--- config.mk ---
export PLATFORM = sky130hd
export DESIGN_NAME = div_iter
export DESIGN_NICKNAME = d
export VERILOG_FILES = /design/src/rtl/div_iter.sv
export SDC_FILE = /design/constraint.sdc
export NUM_CORES = 1
export LEC_CHECK = 0
export ABC_AREA = 1
export CORE_ASPECT_RATIO = 0.5
export CORE_MARGIN = 4
export CORE_UTILIZATION = 53
export DETAILED_ROUTE_END_ITERATION = 16
export GPL_TIMING_DRIVEN = 0
export PLACE_DENSITY = 0.81
export SLEW_MARGIN = 10
export SYNTH_ARGS = -nofsm -noshare
export SYNTH_HDL_FRONTEND = slang
export SYNTH_SLANG_ARGS = --single-unit
--- constraint.sdc ---
create_clock -name clk -period 2.3 [get_ports clk]
set_input_delay 0.345 -clock clk [delete_from_list [all_inputs] [get_ports clk]]
set_output_delay 0.345 -clock clk [all_outputs]
set_load 0.02 [all_outputs]
--- src/rtl/div_iter.sv ---
// Multi-cycle radix-2 restoring divider for the execute-stage ALU.
// Serves DIV and DIVU and returns {remainder, quotient} for a direct HI/LO write.
// Operands are latched when start is accepted, so later changes on the
// forwarding muxes cannot disturb an operation in flight.
module div_iter #(
  parameter int DW = 32
) (
  input  logic            clk,
  input  logic            resetn,
  input  logic            signed_div_i,
  input  logic [DW-1:0]   opdata1_i,
  input  logic [DW-1:0]   opdata2_i,
  input  logic            start_i,
  input  logic            annul_i,
  output logic [2*DW-1:0] result_o,
  output logic            ready_o
);

  localparam int CW = $clog2(DW) + 1;

  localparam logic [1:0] S_IDLE  = 2'd0;
  localparam logic [1:0] S_DZERO = 2'd1;
  localparam logic [1:0] S_BUSY  = 2'd2;
  localparam logic [1:0] S_DONE  = 2'd3;

  logic [1:0]      state_q, state_d;
  logic [CW-1:0]   cnt_q, cnt_d;
  logic [DW-1:0]   quo_q, quo_d;     // dividend magnitude, shifted out as quotient bits shift in
  logic [DW-1:0]   rem_q, rem_d;     // partial remainder
  logic [DW-1:0]   dsr_q, dsr_d;     // divisor magnitude
  logic            qneg_q, qneg_d;   // quotient must be negated at the end
  logic            rneg_q, rneg_d;   // remainder must be negated (dividend was negative)
  logic [2*DW-1:0] result_q, result_d;
  logic            ready_q, ready_d;

  logic            op1_neg, op2_neg;
  logic [DW-1:0]   op1_mag, op2_mag;
  logic [DW:0]     trial, diff;
  logic [DW-1:0]   q_fix, r_fix;
  logic            last_iter;

  // Operand magnitudes; -(-2^(DW-1)) wraps to 2^(DW-1), which still fits unsigned.
  assign op1_neg = signed_div_i & opdata1_i[DW-1];
  assign op2_neg = signed_div_i & opdata2_i[DW-1];
  assign op1_mag = op1_neg ? -opdata1_i : opdata1_i;
  assign op2_mag = op2_neg ? -opdata2_i : opdata2_i;

  // One restoring step: shift the next dividend bit into the remainder and try a subtract.
  assign trial = {rem_q, quo_q[DW-1]};
  assign diff  = trial - {1'b0, dsr_q};

  // Sign fix-up of the final magnitudes; negating zero yields zero, so no negative zero.
  assign q_fix     = qneg_q ? -quo_q : quo_q;
  assign r_fix     = rneg_q ? -rem_q : rem_q;
  assign last_iter = (cnt_q == CW'(DW - 1));

  // Next-state and datapath decode for the four-state divide sequence.
  always_comb begin
    // NOTE: every variable gets a default first so no path through the case infers a latch.
    state_d  = state_q;
    cnt_d    = cnt_q;
    quo_d    = quo_q;
    rem_d    = rem_q;
    dsr_d    = dsr_q;
    qneg_d   = qneg_q;
    rneg_d   = rneg_q;
    ready_d  = 1'b0;
    result_d = '0;

    case (state_q)
      S_IDLE: begin
        if (!annul_i && start_i) begin
          cnt_d = '0;
          rem_d = '0;
          if (opdata2_i == '0) begin
            state_d = S_DZERO;
            quo_d   = '0;
            dsr_d   = '0;
            qneg_d  = 1'b0;
            rneg_d  = 1'b0;
          end else begin
            state_d = S_BUSY;
            quo_d   = op1_mag;
            dsr_d   = op2_mag;
            qneg_d  = op1_neg ^ op2_neg;
            rneg_d  = op1_neg;
          end
        end
      end

      S_DZERO: begin
        state_d = annul_i ? S_IDLE : S_DONE;
      end

      S_BUSY: begin
        if (annul_i) begin
          state_d = S_IDLE;
        end else begin
          if (!diff[DW]) begin
            rem_d = diff[DW-1:0];
            quo_d = {quo_q[DW-2:0], 1'b1};
          end else begin
            rem_d = trial[DW-1:0];
            quo_d = {quo_q[DW-2:0], 1'b0};
          end
          cnt_d = cnt_q + CW'(1);
          if (last_iter) state_d = S_DONE;
        end
      end

      S_DONE: begin
        // The initiator holds start until it has seen ready; dropping it releases us.
        if (annul_i || !start_i) begin
          state_d = S_IDLE;
        end else begin
          ready_d  = 1'b1;
          result_d = {r_fix, q_fix};
        end
      end

      default: state_d = S_IDLE;
    endcase
  end

  // State and datapath registers; an asynchronous reset discards any operation in flight.
  always_ff @(posedge clk or negedge resetn) begin
    if (!resetn) begin
      state_q  <= S_IDLE;
      cnt_q    <= '0;
      quo_q    <= '0;
      rem_q    <= '0;
      dsr_q    <= '0;
      qneg_q   <= 1'b0;
      rneg_q   <= 1'b0;
      result_q <= '0;
      ready_q  <= 1'b0;
    end else begin
      // NOTE: non-blocking assignments so every register samples pre-edge values.
      state_q  <= state_d;
      cnt_q    <= cnt_d;
      quo_q    <= quo_d;
      rem_q    <= rem_d;
      dsr_q    <= dsr_d;
      qneg_q   <= qneg_d;
      rneg_q   <= rneg_d;
      result_q <= result_d;
      ready_q  <= ready_d;
    end
  end

  assign result_o = result_q;
  assign ready_o  = ready_q;

endmodule
==> flow_metrics.tcl <==
set metrics [dict create \
    grt_pass1_vias 12416 \
    ys_seq_area_share_pct 33.81 \
    ys_async_sr_fraction_pct 100.0 \
    fillCellCount 1988 \
    ctsLongestPathBuffers 2 \
    io-pin-count 134 \
    netlist_instances 1930 \
    start_util_pct 54.72 \
    via_per_inst 5.622 \
    dr_total_vias 13633 \
    synth_cell_types 49 \
    start_kind "register" \
    cts_tree "done" \
    avgSynthCellArea_sq_um 6.557 \
    setup_viol 33 \
    die_h_microns 117.3 \
    status "complete, but fails checks" \
    die_area_sq_um 26570 \
    synth_top_area_share_pct 33.81 \
    clk_latency_ps 460 \
    hold_violations 0 \
    place_hpwl_mm 30.04 \
    synth_edf_count 0 \
    violations "setup timing" \
    relSlewSlack_pct 43.50 \
    coreArea_sq_um 23130 \
    ys_warn_count 0 \
    fp.dieW_microns 226.5 \
    nNetsFinal 2216 \
    required_ps 2640 \
    worst-path-max-fanout 5 \
    port_buffers 133 \
    p_leak_nw 7.909 \
    post_drt_wl_per_cell_microns 16.48 \
    drtAntennaViolNets 0 \
    worstPathArrival_ps 2760 \
    cts-buffers-inserted 17 \
    grt_max_degree 108 \
    drt_iter0_drc 1730 \
    finalWorstPathRequiredPeriod_ps 2421 \
    finalNonFillerCells 2425 \
    gp_congestion 1.022 \
    clk_pin_slew_worst_paths_ps 70 \
    layout-drive-gt1-share_pct 11.14 \
    dp_slack_ps -578.0 \
    drtPass1Iterations 10 \
    syn_area_sq_um 12660 \
    synth_seq_cells 171 \
    fin_ws_ps -121.2 \
    finClkSkew_ps 9.451 \
    num_rows 39 \
    grt_overflow 0 \
    cap_violations 0 \
    tns_ps -1796 \
    htreeDepth 4 \
    syn-num-nets 2041 \
    synth_top_cell_by_area "dfrtp_1" \
    drc 0 \
    antenna_found_initial 0 \
    synthFlopType "dfrtp_1" \
    wl_mm 39.97 \
    clock_sinks 171 \
    hold_ws_ps 489.2 \
    p_per_area_nw_per_um2 1358 \
    antenna_cells 0 \
    clock.fmax_ghz 0.4130 \
    dp.cells 2371 \
    ir_worst_vdd_v 0.0007100 \
    grt_usage_pct 29.60 \
    multi_input_area_sq_um 7567 \
    synthTopCellsByArea "dfrtp_1 34%, nand2_1 15%, inv_1 8.4%" \
    total_power_w 0.02153 \
    slew_violations 0 \
    hp-class "register to register" \
    grt_pass1_wl_mm 61.89 \
    fin_crit_sh_pct 105.3 \
    critical_path_class "register to register" \
    synth_top_cells_by_count "521 x nand2_1, 282 x inv_1, 203 x nor2_1, 171 x dfrtp_1, 168 x nand3_1" \
    cts-root-buf "clkbuf_16" \
    yosys.cell_count.top_type "nand2_1" \
    area_growth_pct 25.22 \
    seqCellArea_sq_um 4289 \
    rsz0062_at_grt "yes" \
    worstSetupEndpointType "register" \
    tightest_slew_ps 847.6 \
]
[registers in the layout (all words and copies together), names as in the netlist]
signal and flops:
result_o 64, rem_q 32, state_q 2, ready_o 1, dsr_q 32, qneg_q 1
cnt_q 6, rneg_q 1, quo_q 32
[cell usage in the layout (no fill, tap or decap), types with 10 or more instances in the layout]
cell	n
nand2_1	511
inv_1	276
nor2_1	200
dfrtp_1	163
nand3_1	133
clkdlybuf4s50_1	132
a21oi_1	126
o21ai_0	97
nor3_1	44
nand3_2	34
nand4_1	31
xor2_1	30
nand2_2	28
clkbuf_1	24
ha_1	22
clkbuf_16	19
nand2_4	16
buf_4	15
ha_4	14
inv_2	12
xnor2_1	12
buf_2	11
o22ai_1	10
[kinds of logic (layout without fill, tap and decap cells)]
kind of cell	after synthesis	after routing	synth area share [%]
and+or+nand+nor	1045	1045	35.71
AOI/OAI and AO/OA	285	285	12.47
DFF	171	171	33.81
adders and majority gates	42	42	4.212
xor gates and xnor gates	43	43	2.976
buffers and inverters	344	532	10.83
[routing by layer]
metal / track usage [%] / vias up / wire length, microns
li1: - / 6556 / -
met1: 39.96 / 6312 / 17130
met2: 47.64 / 664 / 17980
met3: 6.878 / 101 / 3621
met4: 10.09 / 0 / 1244
met5: 0 / - / 0
[timing repair]
action                                 in CTS  in global routing
setup endpoints to repair                  43                 98
buffers inserted                           12                  8
hold buffers                                1                  0
pin swaps                                   3                 21
endpoints found under the hold margin      19                  0
gates cloned                                1                  2
gates resized for setup                    26                110
[per-stage QoR]
step           area [sq um]  util [%]
2_1_floorplan         12660         -
3_3_place_gp          14370     62.13
3_5_place_dp          14400     62.27
4_1_cts               15250     65.95
5_1_grt               15850     68.52
6_report              15850     68.52
[where the power goes]
group	switching [W]	internal, W
clock	0.00148	0.00147
combinational	0.00863	0.00507
sequential	0.000982	0.00389
total	0.0111	0.0104
[path summary, 6_finish.rpt]
check / startpoint / to / slack (ps) / cells after the start
min in group asynchronous: resetn / state_q[1] / 540 / 2
hold reg to reg: dsr_q[6] / dsr_q[6] / 490 / 2
setup / recovery: quo_q[31] / rem_q[25] / -120 / 19
max in group asynchronous: resetn / rem_q[16] / 910 / 3
setup reg to reg: quo_q[31] / rem_q[25] / -120 / 19
hold / removal: dsr_q[6] / dsr_q[6] / 490 / 2
[layout make-up]
| cell class | instances | share of cell area (%) |
|---|---|---|
| multi-input combinational | 1415 | 47.75 |
| buffer | 52 | 1.926 |
| clock inverter | 15 | 1.058 |
| timing repair buffer | 156 | 10.14 |
| sequential | 171 | 27.06 |
| clock buffer | 17 | 2.684 |
| tap | 307 | 2.424 |
| inverter | 292 | 6.956 |
[worst max-delay path: stages, from the launching register on]
cell	delay, ps
dfrtp_1	390
inv_4	80
ha_4	170
fa_2	340
inv_2	80
nand2_2	60
nand2_2	80
nand3_2	70
nand2_2	110
nand2_2	80
nand2_4	90
nand2_4	80
nand2_4	80
nand2_4	80
nand2_8	130
buf_12	120
buf_12	110
nand2_2	50
nand3_1	70
nand2_1	50
Note: power is estimated with default switching activity, not from simulation.
